<file path="src/rtl/z80_io_initiator.sv">
// Wishbone-posted Z80 I/O cycle generator: one IN or OUT per CMD write,
// with programmable setup / strobe / hold timing on the external bus.
module z80_io_initiator #(
    parameter logic [31:0] BASE_ADDRESS   = 32'h3000_0100,
    parameter logic [31:0] CMD_ADDRESS    = BASE_ADDRESS,
    parameter logic [31:0] RESULT_ADDRESS = BASE_ADDRESS + 32'd4,
    parameter int unsigned SETUP_CYCLES   = 2,
    parameter int unsigned STROBE_CYCLES  = 4,
    parameter int unsigned HOLD_CYCLES    = 2
) (
    input  logic        clk,
    input  logic        reset,
    input  logic        wb_cyc_in,
    input  logic        wb_stb_in,
    input  logic        wb_we_in,
    input  logic [31:0] wb_addr_in,
    input  logic [31:0] wb_data_in,
    output logic        wb_ack_out,
    output logic        wb_stall_out,
    output logic [31:0] wb_data_out,
    output logic [7:0]  z80_address_bus,
    output logic [7:0]  z80_data_bus_out,
    output logic        z80_data_oe,
    input  logic [7:0]  z80_data_bus_in,
    output logic        z80_write_strobe_b,
    output logic        z80_read_strobe_b,
    output logic        busy
);

    typedef enum logic [1:0] {
        S_IDLE,
        S_SETUP,
        S_STROBE,
        S_HOLD
    } state_t;

    localparam logic [7:0] SETUP_LOAD  = 8'(SETUP_CYCLES - 1);
    localparam logic [7:0] STROBE_LOAD = 8'(STROBE_CYCLES - 1);
    localparam logic [7:0] HOLD_LOAD   = 8'(HOLD_CYCLES - 1);

    state_t      r_state;
    logic [7:0]  r_cnt;
    logic [16:0] r_cmd;
    logic [7:0]  r_in_data;
    logic        r_overrun;

    logic w_req;
    logic w_hit_cmd;
    logic w_hit_res;
    logic w_last;
    logic w_free;
    logic w_accept;
    logic w_ovr_set;
    logic w_res_rd;
    logic w_busy_next;
    logic w_unused;

    assign w_req     = wb_cyc_in & wb_stb_in;
    assign w_hit_cmd = w_req & (wb_addr_in == CMD_ADDRESS);
    assign w_hit_res = w_req & (wb_addr_in == RESULT_ADDRESS);
    assign w_last    = (r_cnt == 8'd0);

    // The final HOLD clock doubles as the first IDLE slot so that a new
    // command can follow with no dead cycle between transactions.
    assign w_free    = (r_state == S_IDLE) |
                       ((r_state == S_HOLD) & w_last);
    assign w_accept  = w_hit_cmd & wb_we_in & w_free;
    assign w_ovr_set = w_hit_cmd & wb_we_in & ~w_free;
    assign w_res_rd  = w_hit_res & ~wb_we_in;

    assign w_busy_next = w_accept |
                         (busy & ~((r_state == S_HOLD) & w_last));

    assign wb_stall_out = 1'b0;
    assign w_unused     = ^wb_data_in[31:17];

    always_ff @(posedge clk) begin
        if (reset) begin
            r_state            <= S_IDLE;
            r_cnt              <= 8'd0;
            r_cmd              <= 17'd0;
            r_in_data          <= 8'd0;
            r_overrun          <= 1'b0;
            wb_ack_out         <= 1'b0;
            wb_data_out        <= 32'd0;
            z80_address_bus    <= 8'd0;
            z80_data_bus_out   <= 8'd0;
            z80_data_oe        <= 1'b0;
            z80_write_strobe_b <= 1'b1;
            z80_read_strobe_b  <= 1'b1;
            busy               <= 1'b0;
        end else begin
            wb_ack_out <= w_hit_cmd | w_hit_res;

            if (w_hit_cmd & ~wb_we_in) begin
                wb_data_out <= {15'd0, r_cmd};
            end else if (w_res_rd) begin
                wb_data_out <= {22'd0, r_overrun, w_busy_next, r_in_data};
            end

            // A collision with a RESULT read keeps the flag set.
            if (w_ovr_set) begin
                r_overrun <= 1'b1;
            end else if (w_res_rd) begin
                r_overrun <= 1'b0;
            end

            unique case (r_state)
                S_IDLE: begin
                end
                S_SETUP: begin
                    if (w_last) begin
                        r_state <= S_STROBE;
                        r_cnt   <= STROBE_LOAD;
                        if (r_cmd[16]) begin
                            z80_write_strobe_b <= 1'b0;
                        end else begin
                            z80_read_strobe_b  <= 1'b0;
                        end
                    end else begin
                        r_cnt <= r_cnt - 8'd1;
                    end
                end
                S_STROBE: begin
                    if (w_last) begin
                        r_state            <= S_HOLD;
                        r_cnt              <= HOLD_LOAD;
                        z80_write_strobe_b <= 1'b1;
                        z80_read_strobe_b  <= 1'b1;
                        if (!r_cmd[16]) begin
                            r_in_data <= z80_data_bus_in;
                        end
                    end else begin
                        r_cnt <= r_cnt - 8'd1;
                    end
                end
                S_HOLD: begin
                    if (w_last) begin
                        r_state     <= S_IDLE;
                        z80_data_oe <= 1'b0;
                        busy        <= 1'b0;
                    end else begin
                        r_cnt <= r_cnt - 8'd1;
                    end
                end
                default: begin
                    r_state <= S_IDLE;
                end
            endcase

            if (w_accept) begin
                r_state         <= S_SETUP;
                r_cnt           <= SETUP_LOAD;
                r_cmd           <= wb_data_in[16:0];
                z80_address_bus <= wb_data_in[7:0];
                z80_data_oe     <= wb_data_in[16];
                busy            <= 1'b1;
                if (wb_data_in[16]) begin
                    z80_data_bus_out <= wb_data_in[15:8];
                end
            end
        end
    end

endmodule

</file>
<file path="config.mk">
export PLATFORM = sky130hd
export DESIGN_NAME = z80_io_initiator
export DESIGN_NICKNAME = d
export VERILOG_FILES = /design/src/rtl/z80_io_initiator.sv
export SDC_FILE = /design/constraint.sdc
export NUM_CORES = 1
export LEC_CHECK = 0
export BUFFER_PORTS_ARGS = -buffer_cell sky130_fd_sc_hd__buf_2
export CAP_MARGIN = 10
export CORE_MARGIN = 5
export CORE_UTILIZATION = 38
export CTS_CLUSTER_DIAMETER = 120
export CTS_CLUSTER_SIZE = 40
export DETAILED_ROUTE_END_ITERATION = 7
export PLACE_DENSITY = 0.65
export SKIP_CTS_REPAIR_TIMING = 1
export SYNTH_ARGS = -nofsm -noshare
export SYNTH_HDL_FRONTEND = slang
export SYNTH_SLANG_ARGS = --single-unit
</file>
<file path="constraint.sdc">
create_clock -name clk -period 3.25 [get_ports clk]
set_input_delay 0.1625 -clock clk [delete_from_list [all_inputs] [get_ports clk]]
set_output_delay 0.1625 -clock clk [all_outputs]
set_load 0.02 [all_outputs]
</file>
* Yosys cells after proc, flatten, opt, wreduce, memory -nomap -nowiden
Cells that the tools add are included.
** Word-level totals
- Register bits :: 74
- Input bits :: 77
** Operators by class
- Add/sub/neg operators :: 1
- Equality and inequality tests :: 15
- Multiplexer cells :: 25
- Bitwise gates (word level) :: 17
- Reduce and logical (&&, ||, !) cells :: 19
** Operator list (count)
- $eq A32 B30 Y1 const B :: 2
- $mux W17 :: 2
- $mux W8 :: 3
- $pmux W8 S3 :: 1
- $reduce_and A4 Y1 :: 4
- $mux W1 :: 13
- $ne A2 B2 Y1 const B :: 6
- $ne A3 B3 Y1 const B :: 4
- $and A1 B1 Y1 :: 10
- $reduce_bool A2 Y1 :: 5
- $logic_not A8 Y1 :: 1
- $reduce_and A2 Y1 :: 4
- $sub A8 B1 Y8 const B :: 1
- $mux W2 :: 3
- $pmux W2 S3 :: 1
- $eq A2 B2 Y1 const B :: 2
- $not A1 Y1 :: 4
- $pmux W1 S2 :: 2
- $reduce_bool A4 Y1 :: 1
- $or A1 B1 Y1 :: 3
- $reduce_and A3 Y1 :: 1
- $reduce_bool A3 Y1 :: 1
- $eq A2 B1 Y1 const B :: 1
- $logic_not A2 Y1 :: 1
- $reduce_or A2 Y1 :: 1

* Depth between registers and ports, before layout
Gate-level depths: netlist of the first run.
- Depth after elaboration :: 7
- Gate-level depth with buffers :: 7
- Depth with buffers taken out :: 6

* Worst setup path before layout of the first run
Ideal clock, no wire load.
- Path type :: reg2reg
- Start point :: register r_cnt[0]
- End point :: register r_cmd[11]
- Setup time :: 0.072 ns
- Arrival :: 2.058 ns
- Slack :: 1.120 ns
- Cell stages (with the launch flop) :: 8
- Path buffers :: 1
- Clock period less this slack :: 2.130 ns
- Cell sequence :: dfxtp_1 inv_1 ha_1 nor3b_1 a31oi_2 nor4_4 buf_6 mux2i_1
** Between the ends
- Longest elaborated chain between the ends :: 4
** RTL lines
- start: declaration :: line 42 : logic [7:0] r_cnt;
- start signal: assignment :: line 121 : r_cnt <= r_cnt - 8'd1;
- start signal: assignment :: line 134 : r_cnt <= r_cnt - 8'd1;
- start signal: assignment :: line 143 : r_cnt <= r_cnt - 8'd1;
- $logic_not A8 Y1 :: line 61 : assign w_last = (r_cnt == 8'd0);
- $and A1 B1 Y1 :: line 66 : ((r_state == S_HOLD) & w_last);
- $or A1 B1 Y1 :: line 65 : assign w_free = (r_state == S_IDLE) |
- $and A1 B1 Y1 :: line 67 : assign w_accept = w_hit_cmd & wb_we_in & w_free;
- end signal: assignment :: line 154 : r_cmd <= wb_data_in[16:0];
- end: declaration :: line 43 : logic [16:0] r_cmd;
No other way between the ends.
A chain may end at the register's enable or synchronous reset.

* Worst setup path in the final report of the first run
- Start point :: register r_cnt[0]
- End point :: register z80_data_bus_out[6]
** Between the ends
- Longest elaborated chain between the ends :: 5
** RTL lines
- $logic_not A8 Y1 :: line 61
- $and A1 B1 Y1 :: line 66
- $or A1 B1 Y1 :: line 65
- $and A1 B1 Y1 :: line 67
- $reduce_and A2 Y1 (no source line)
- end signal: assignment :: line 159 : z80_data_bus_out <= wb_data_in[15:8];
- end: declaration :: line 22 : output logic [7:0] z80_data_bus_out,
No other way between the ends.

==> flow_summary_export.csv, run 1 <==
group,metric,value,unit
run_status,status,"complete, no violations",
detailed_routing,first_iter_violations,110,
detailed_routing,wirelength,7.95,mm
floorplanning,fp.dieW,103,um
synthesis,avgSynthCellArea,9.00,sq um
run,maxCapViolations,0,
power_and_ir_drop,combPwrFrac,6.7,%
sta,finalCriticalPeriod,2490,ps
global_routing,grt_pass1_wl,12.8,mm
placed_design,post-dp-hpwl,5.83,mm
layout,final_cells,566,
synthesis,synth_ff_type,"dfxtp_1",
synthesis,ys_ff_latch,66,
floorplanning,die_h,103,um
critical_path,crit_type,"register to register",
clocking,clk_pin_slew,70,ps
sta,hold_viol,0,
layout,final_cell_area,3980,sq um
critical_path,max_stage_delay,860,ps
sta,drv_slew,0,
critical_path,crit_chain,"inv_1 -> ha_1 -> nor3b_1 -> buf_4 -> a31oi_2 -> or4_1 -> mux2i_1",
floorplanning,dieArea,10600,sq um
floorplanning,rows,34,
min_path,hp-start,"z80_data_bus_in[2]",
detailed_routing,drtPass1Iterations,4,
placed_design,post-place-cells,550,
placed_design,gp_congestion,0.791,
floorplanning,io_pins,131,
placed_design,dpl_cell_area,3760,sq um
synthesis,synth_cell_types,41,
critical_path,r2r-start,"r_cnt[0]$_SDFFE_PP0P_",
critical_path,r2r_setup_slack,760,ps
critical_path,cp-start-kind,"register",
global_routing,grt_pass1_vias,2693,
clocking,cts_root_buffer,"clkbuf_8",
power_and_ir_drop,pwr-share-clk,44.9,%
floorplanning,initial_utilization,38.4,%
global_routing,overflow,0,
power_and_ir_drop,power.total,1.67,mW
clocking,clk_latency,340,ps
synthesis,synth_edf_count,0,
layout,syn_to_final_growth,21.0,%
critical_path,crit_path_max_fanout,13,
layout,drive_above_1_share,30.3,%
synthesis,async_reset_ff_share,0,%
min_path,hold_depth,3,
sta,maxSlewHeadroom,42.8,%
min_path,min_to,"r_in_data[2]$_SDFFE_PP0P_",
detailed_routing,antenna_left,0,
power_and_ir_drop,p_sw,0.374,mW
detailed_routing,drcViolationCount,0,
synthesis,synthCells,365,
detailed_routing,vias_per_cell,4.92,
critical_path,slowest_stage,"or4_1",
synthesis,netlist_area,3280,sq um
global_routing,grt_max_degree,42,
layout,nets,537,
critical_path,worstPathRequired,3450,ps
power_and_ir_drop,power.internal,1.30,mW
power_and_ir_drop,leakagePower,1.77,nW
clocking,cts_tree,"done",
layout,final_cell_mix,"buf_2 (99), nand2_1 (77), dfxtp_1 (66)",
floorplanning,core_area,8550,sq um
placed_design,placement.io_buffers,99,
min_path,hp-class,"input pin to register",
critical_path,cp_top_family,"simple AND/OR/NAND/NOR gates",
global_routing,grt_usage,15.4,%
detailed_routing,avgRoutedWirePerCell,14.0,um
power_and_ir_drop,peakVddDrop,0.214,mV
power_and_ir_drop,power_density,421,nW/um^2
power_and_ir_drop,p_seq_share,48.4,%
clocking,htreeDepth,3,
sta,fmax,401,MHz
critical_path,reg2reg_depth,7,
global_routing,use_met3,5.07,%
critical_path,critPathArrivalTime,2690,ps
critical_path,rr_endpoint,"z80_data_bus_out[6]$_SDFFE_PP0P_",
layout,antenna_cells,0,
sta,rsz0062_at_grt,"no",
global_routing,gr-max-usage-layer,"met2",
sta,setup_violations,0,
synthesis,synth-seq-area-share,40.2,%
clocking,clockBufferDepth,2,
sta,setup_tns,0,ps
global_routing,antenna_found_initial,0,
layout,post-route-util,46.5,%
sta,finClkSkew,9.10,ps
critical_path,worstSetupPathDepth,7,
synthesis,synth_warnings,0,
global_routing,grt.met1_usage,18.8,%
layout,layout_commonest_cell,"buf_2",
critical_path,worstSetupEndpointType,"register",
layout,nFillCells,852,
clocking,cts.sinks,66,
critical_path,crit_buf_inv,2,
detailed_routing,num_vias,2786,
power_and_ir_drop,power_switching_share,22.3,%
clocking,cts_inserted_buffers,9,
global_routing,use_met2,25.3,%
sta,period_share,76.7,%
sta,worst_pin_slew,848,ps
metal layers:
metal	share of wire, %	wire, um	up-vias
met5	0	0	-
met4	1.3	100	0
met3	7.2	571	9
met2	49	3900	82
met1	42	3380	1294
li1	-	-	1401
registers in the layout, indices dropped and copies added (netlist names):
signal,flops
wb_data_out,17
wb_ack_out,1
r_overrun,1
busy,1
r_state,2
r_in_data,8
r_cnt,8
z80_write_strobe_b,1
z80_data_oe,1
z80_address_bus,7
r_cmd,10
z80_data_bus_out,8
z80_read_strobe_b,1
cell families (layout without fill, tap and decap cells):
group                      Yosys count  in the layout  synth area share [%]
AOI/OAI and AO/OA                   33             33                  6.63
and+or+nand+nor                    147            147                  22.7
buffers and inverters               51            129                  8.99
adders and majority gates            7              7                  2.67
muxes                               60             60                  18.6
DFF                                 66             66                  40.2
other                                1             16                 0.114
worst register-to-register path, stage by stage (launching register included):
cell and delay [ps]:
dfxtp_1 320, inv_1 100, ha_1 230, nor3b_1 210
buf_4 230, a31oi_2 180, or4_1 870, mux2i_1 220
power groups by stage:
stage / registers, mW / clock network [mW] / logic [mW]
floorplan: 0.829 / 0 / 0.0771
detailed placement: 0.829 / 0 / 0.112
CTS: 0.810 / 0.766 / 0.113
finish: 0.811 / 0.751 / 0.113
global placement: 0.829 / 0 / 0.111
global route: 0.810 / 0.807 / 0.124
Yosys cell counts (3+ instances only):
cell type  instances  area [sq um]
nand2_1           77           289
dfxtp_1           66          1320
mux2i_1           51           510
buf_4             25           188
clkbuf_1          15          56.3
nor2_1            15          56.3
a21oi_1           11          55.1
nor4_1            11          68.8
mux2_2             9           101
ha_1               7          87.6
inv_1              7          26.3
nand3b_1           7          52.6
nand3_1            6          30.0
o21ai_0            6          30.0
nand4_1            5          31.3
nand4b_1           4          35.0
nor2b_1            4          25.0
a211oi_1           3          22.5
nor3b_1            3          22.5
o22ai_1            3          18.8
or4_1              3          22.5
final cells by class:
| type | instances | area, sq um | area share, % |
|---|---|---|---|
| Clock inverter | 6 | 80.1 | 2.01 |
| Multi-Input combinational cell | 263 | 1730 | 43.5 |
| Timing Repair Buffer | 105 | 541 | 13.6 |
| Clock buffer | 10 | 138 | 3.46 |
| Sequential cell | 66 | 1320 | 33.2 |
| Tap cell | 108 | 135 | 3.40 |
| Inverter | 8 | 30.0 | 0.755 |
metrics by stage:
stage | worst slack [ps] | hold WS (ps)
CTS | 772 | 49.8
global route | 605 | 51.2
detailed placement | 802 | 411
global placement | 857 | 396
floorplan | 1120 | 239
finish | 756 | 59.7
worst max-delay path by stage:
stage / startpoint / endpoint
after floorplan: r_cnt[0]$_SDFFE_PP0P_ / r_cmd[11]$_SDFFE_PP0P_
after global routing: r_cnt[0]$_SDFFE_PP0P_ / z80_data_bus_out[5]$_SDFFE_PP0P_
after detailed placement: r_cnt[0]$_SDFFE_PP0P_ / z80_data_bus_out[5]$_SDFFE_PP0P_
after CTS: r_cnt[0]$_SDFFE_PP0P_ / z80_data_bus_out[5]$_SDFFE_PP0P_
final: r_cnt[0]$_SDFFE_PP0P_ / z80_data_bus_out[6]$_SDFFE_PP0P_
after global placement: r_cnt[0]$_SDFFE_PP0P_ / z80_data_bus_out[4]$_SDFFE_PP0P_
(Power assumes the default switching activity.)
==> run 2, diff against run 1 <==
==> constraint.sdc (replaced) <==
create_clock -name clk -period 2.34 [get_ports clk]
set_input_delay 0.117 -clock clk [delete_from_list [all_inputs] [get_ports clk]]
set_output_delay 0.117 -clock clk [all_outputs]
set_load 0.02 [all_outputs]
==> flow_summary_export.csv, run 2 (synthesis gave the netlist of run 1 again) <==
group,metric,value,unit
critical_path,slowest_stage,"or4_1",
sta,period_share,93.4,%
floorplanning,initial_utilization,38.4,%
run_status,status,"complete, no violations",
layout,top_register,"wb_data_out",
detailed_routing,drtPass1Iterations,4,
power_and_ir_drop,power.total,2.36,mW
clocking,cts_inserted_buffers,9,
critical_path,startpoint,"r_cnt[0]$_SDFFE_PP0P_",
critical_path,worstSetupPathDepth,7,
critical_path,worstPathRequired,2570,ps
layout,layout_commonest_cell,"buf_2",
min_path,hp-class,"input pin to register",
layout,nFillCells,831,
critical_path,crit_end,"z80_data_bus_out[5]$_SDFFE_PP0P_",
critical_path,r2r-start,"r_cnt[0]$_SDFFE_PP0P_",
sta,setup_violations,0,
clocking,clockBufferDepth,2,
critical_path,cp_top_family,"simple AND/OR/NAND/NOR gates",
critical_path,max_stage_delay,540,ps
critical_path,crit_path_max_fanout,10,
clocking,clk_pin_slew,80,ps
detailed_routing,avgRoutedWirePerCell,13.6,um
critical_path,reg2reg_depth,7,
critical_path,crit_type,"register to register",
layout,regArea,1320,sq um
power_and_ir_drop,leakagePower,1.79,nW
global_routing,grt_pass1_vias,2667,
floorplanning,die_h,103,um
layout,antenna_cells,0,
sta,finClkSkew,9.88,ps
detailed_routing,vias_per_cell,4.90,
critical_path,crit_chain,"inv_1 -> ha_1 -> nor3b_1 -> a31oi_2 -> or4_1 -> buf_4 -> mux2i_1",
detailed_routing,num_vias,2796,
power_and_ir_drop,power_density,583,nW/um^2
sta,drv_slew,0,
layout,drive_above_1_share,30.7,%
placed_design,gp_congestion,0.806,
clocking,cts.sinks,66,
run,maxCapViolations,0,
sta,fmax,458,MHz
floorplanning,rows,34,
critical_path,crit_buf_inv,2,
critical_path,r2r_setup_slack,150,ps
critical_path,rr_endpoint,"z80_data_bus_out[5]$_SDFFE_PP0P_",
clocking,cts_root_buffer,"clkbuf_8",
global_routing,overflow,0,
layout,post-route-util,47.2,%
layout,final_cell_mix,"buf_2 (99), nand2_1 (77), dfxtp_1 (66)",
sta,setup_tns,0,ps
layout,nets,542,
detailed_routing,wirelength,7.79,mm
sta,timing.final.ws_setup,154,ps
floorplanning,io_pins,131,
clocking,cts_tree,"done",
global_routing,antenna_found_initial,0,
floorplanning,fp.dieW,103,um
detailed_routing,antenna_left,0,
critical_path,worstSetupEndpointType,"register",
floorplanning,core_area,8550,sq um
layout,largest_reg_flops,17,
placed_design,placement.io_buffers,99,
placed_design,dpl_cell_area,3820,sq um
detailed_routing,drcViolationCount,0,
layout,multi_input_area,1730,sq um
critical_path,critPathArrivalTime,2420,ps
sta,finalCriticalPeriod,2190,ps
global_routing,grt_usage,15.1,%
layout,syn_to_final_growth,23.0,%
sta,rsz0062_at_grt,"no",
layout,final_cell_area,4040,sq um
critical_path,cp-start-kind,"register",
placed_design,post-dp-hpwl,5.77,mm
detailed_routing,first_iter_violations,122,
clocking,htreeDepth,3,
global_routing,grt_max_degree,60,
layout,reg_top3,"wb_data_out x17, r_cmd x10",
placed_design,place_ws,186,ps
floorplanning,dieArea,10600,sq um
sta,hold_viol,0,
power_and_ir_drop,peakVddDrop,0.446,mV
global_routing,grt_pass1_wl,12.4,mm
clocking,clk_latency,340,ps
[run 2: cell types whose count changed in the layout (fill, tap and decap cells not counted), sizes merged]
| cell | change |
|---|---|
| buf | +5 |
| clkbuf | +2 |
| clkinv | -4 |
| clkinvlp | +2 |
[run 2: metal layers]
layer	up-vias	track usage (%)	wire length [um]
li1	1422	-	-
met1	1298	18.2	3330
met2	65	24.7	3760
met3	11	5.35	574
met4	0	5.98	125
met5	-	0	0
[run 2: layout make-up]
cell class | instances | area share (%)
Multi-Input combinational cell | 263 | 42.8
Clock buffer | 12 | 3.59
Tap cell | 108 | 3.34
Sequential cell | 66 | 32.7
Clock inverter | 4 | 1.86
Timing Repair Buffer | 110 | 14.9
Inverter | 8 | 0.743
[run 2: worst min path at each step]
| stage | startpoint | endpoint | slack [ps] | cells past startpoint |
|---|---|---|---|---|
| global route | wb_data_in[0] | z80_address_bus[0]$_SDFFE_PP0P_ | 5 | 3 |
| CTS | z80_data_bus_in[1] | r_in_data[1]$_SDFFE_PP0P_ | -9 | 3 |
| global placement | z80_data_bus_in[6] | r_in_data[6]$_SDFFE_PP0P_ | 350 | 3 |
| detailed placement | z80_data_bus_in[0] | r_in_data[0]$_SDFFE_PP0P_ | 360 | 3 |
| finish | z80_data_bus_in[0] | r_in_data[0]$_SDFFE_PP0P_ | 9 | 3 |
| floorplan | reset | wb_ack_out$_SDFF_PP0_ | 190 | 1 |
[run 2: where the power goes]
| part | total (mW) | internal [mW] | switching [mW] |
|---|---|---|---|
| clock network | 1.07 | 0.630 | 0.441 |
| registers | 1.13 | 1.12 | 0.00141 |
| logic | 0.159 | 0.0642 | 0.0950 |
| total | 2.36 | 1.82 | 0.537 |
[run 2: stage by stage]
stage	hold slack [ps]	instances
6_report	8.84	571
5_1_grt	4.57	571
4_1_cts	-9.39	571
3_5_place_dp	362	555
3_3_place_gp	351	555
2_1_floorplan	194	380
[run 2: worst reg2reg max path: cells and delay by family, from the launching register on]
family,cells,cell delay (ps)
simple gates,2,860
compound gates,1,220
buf+inv,2,320
flops,1,330
mux,1,140
fa+ha+maj,1,220
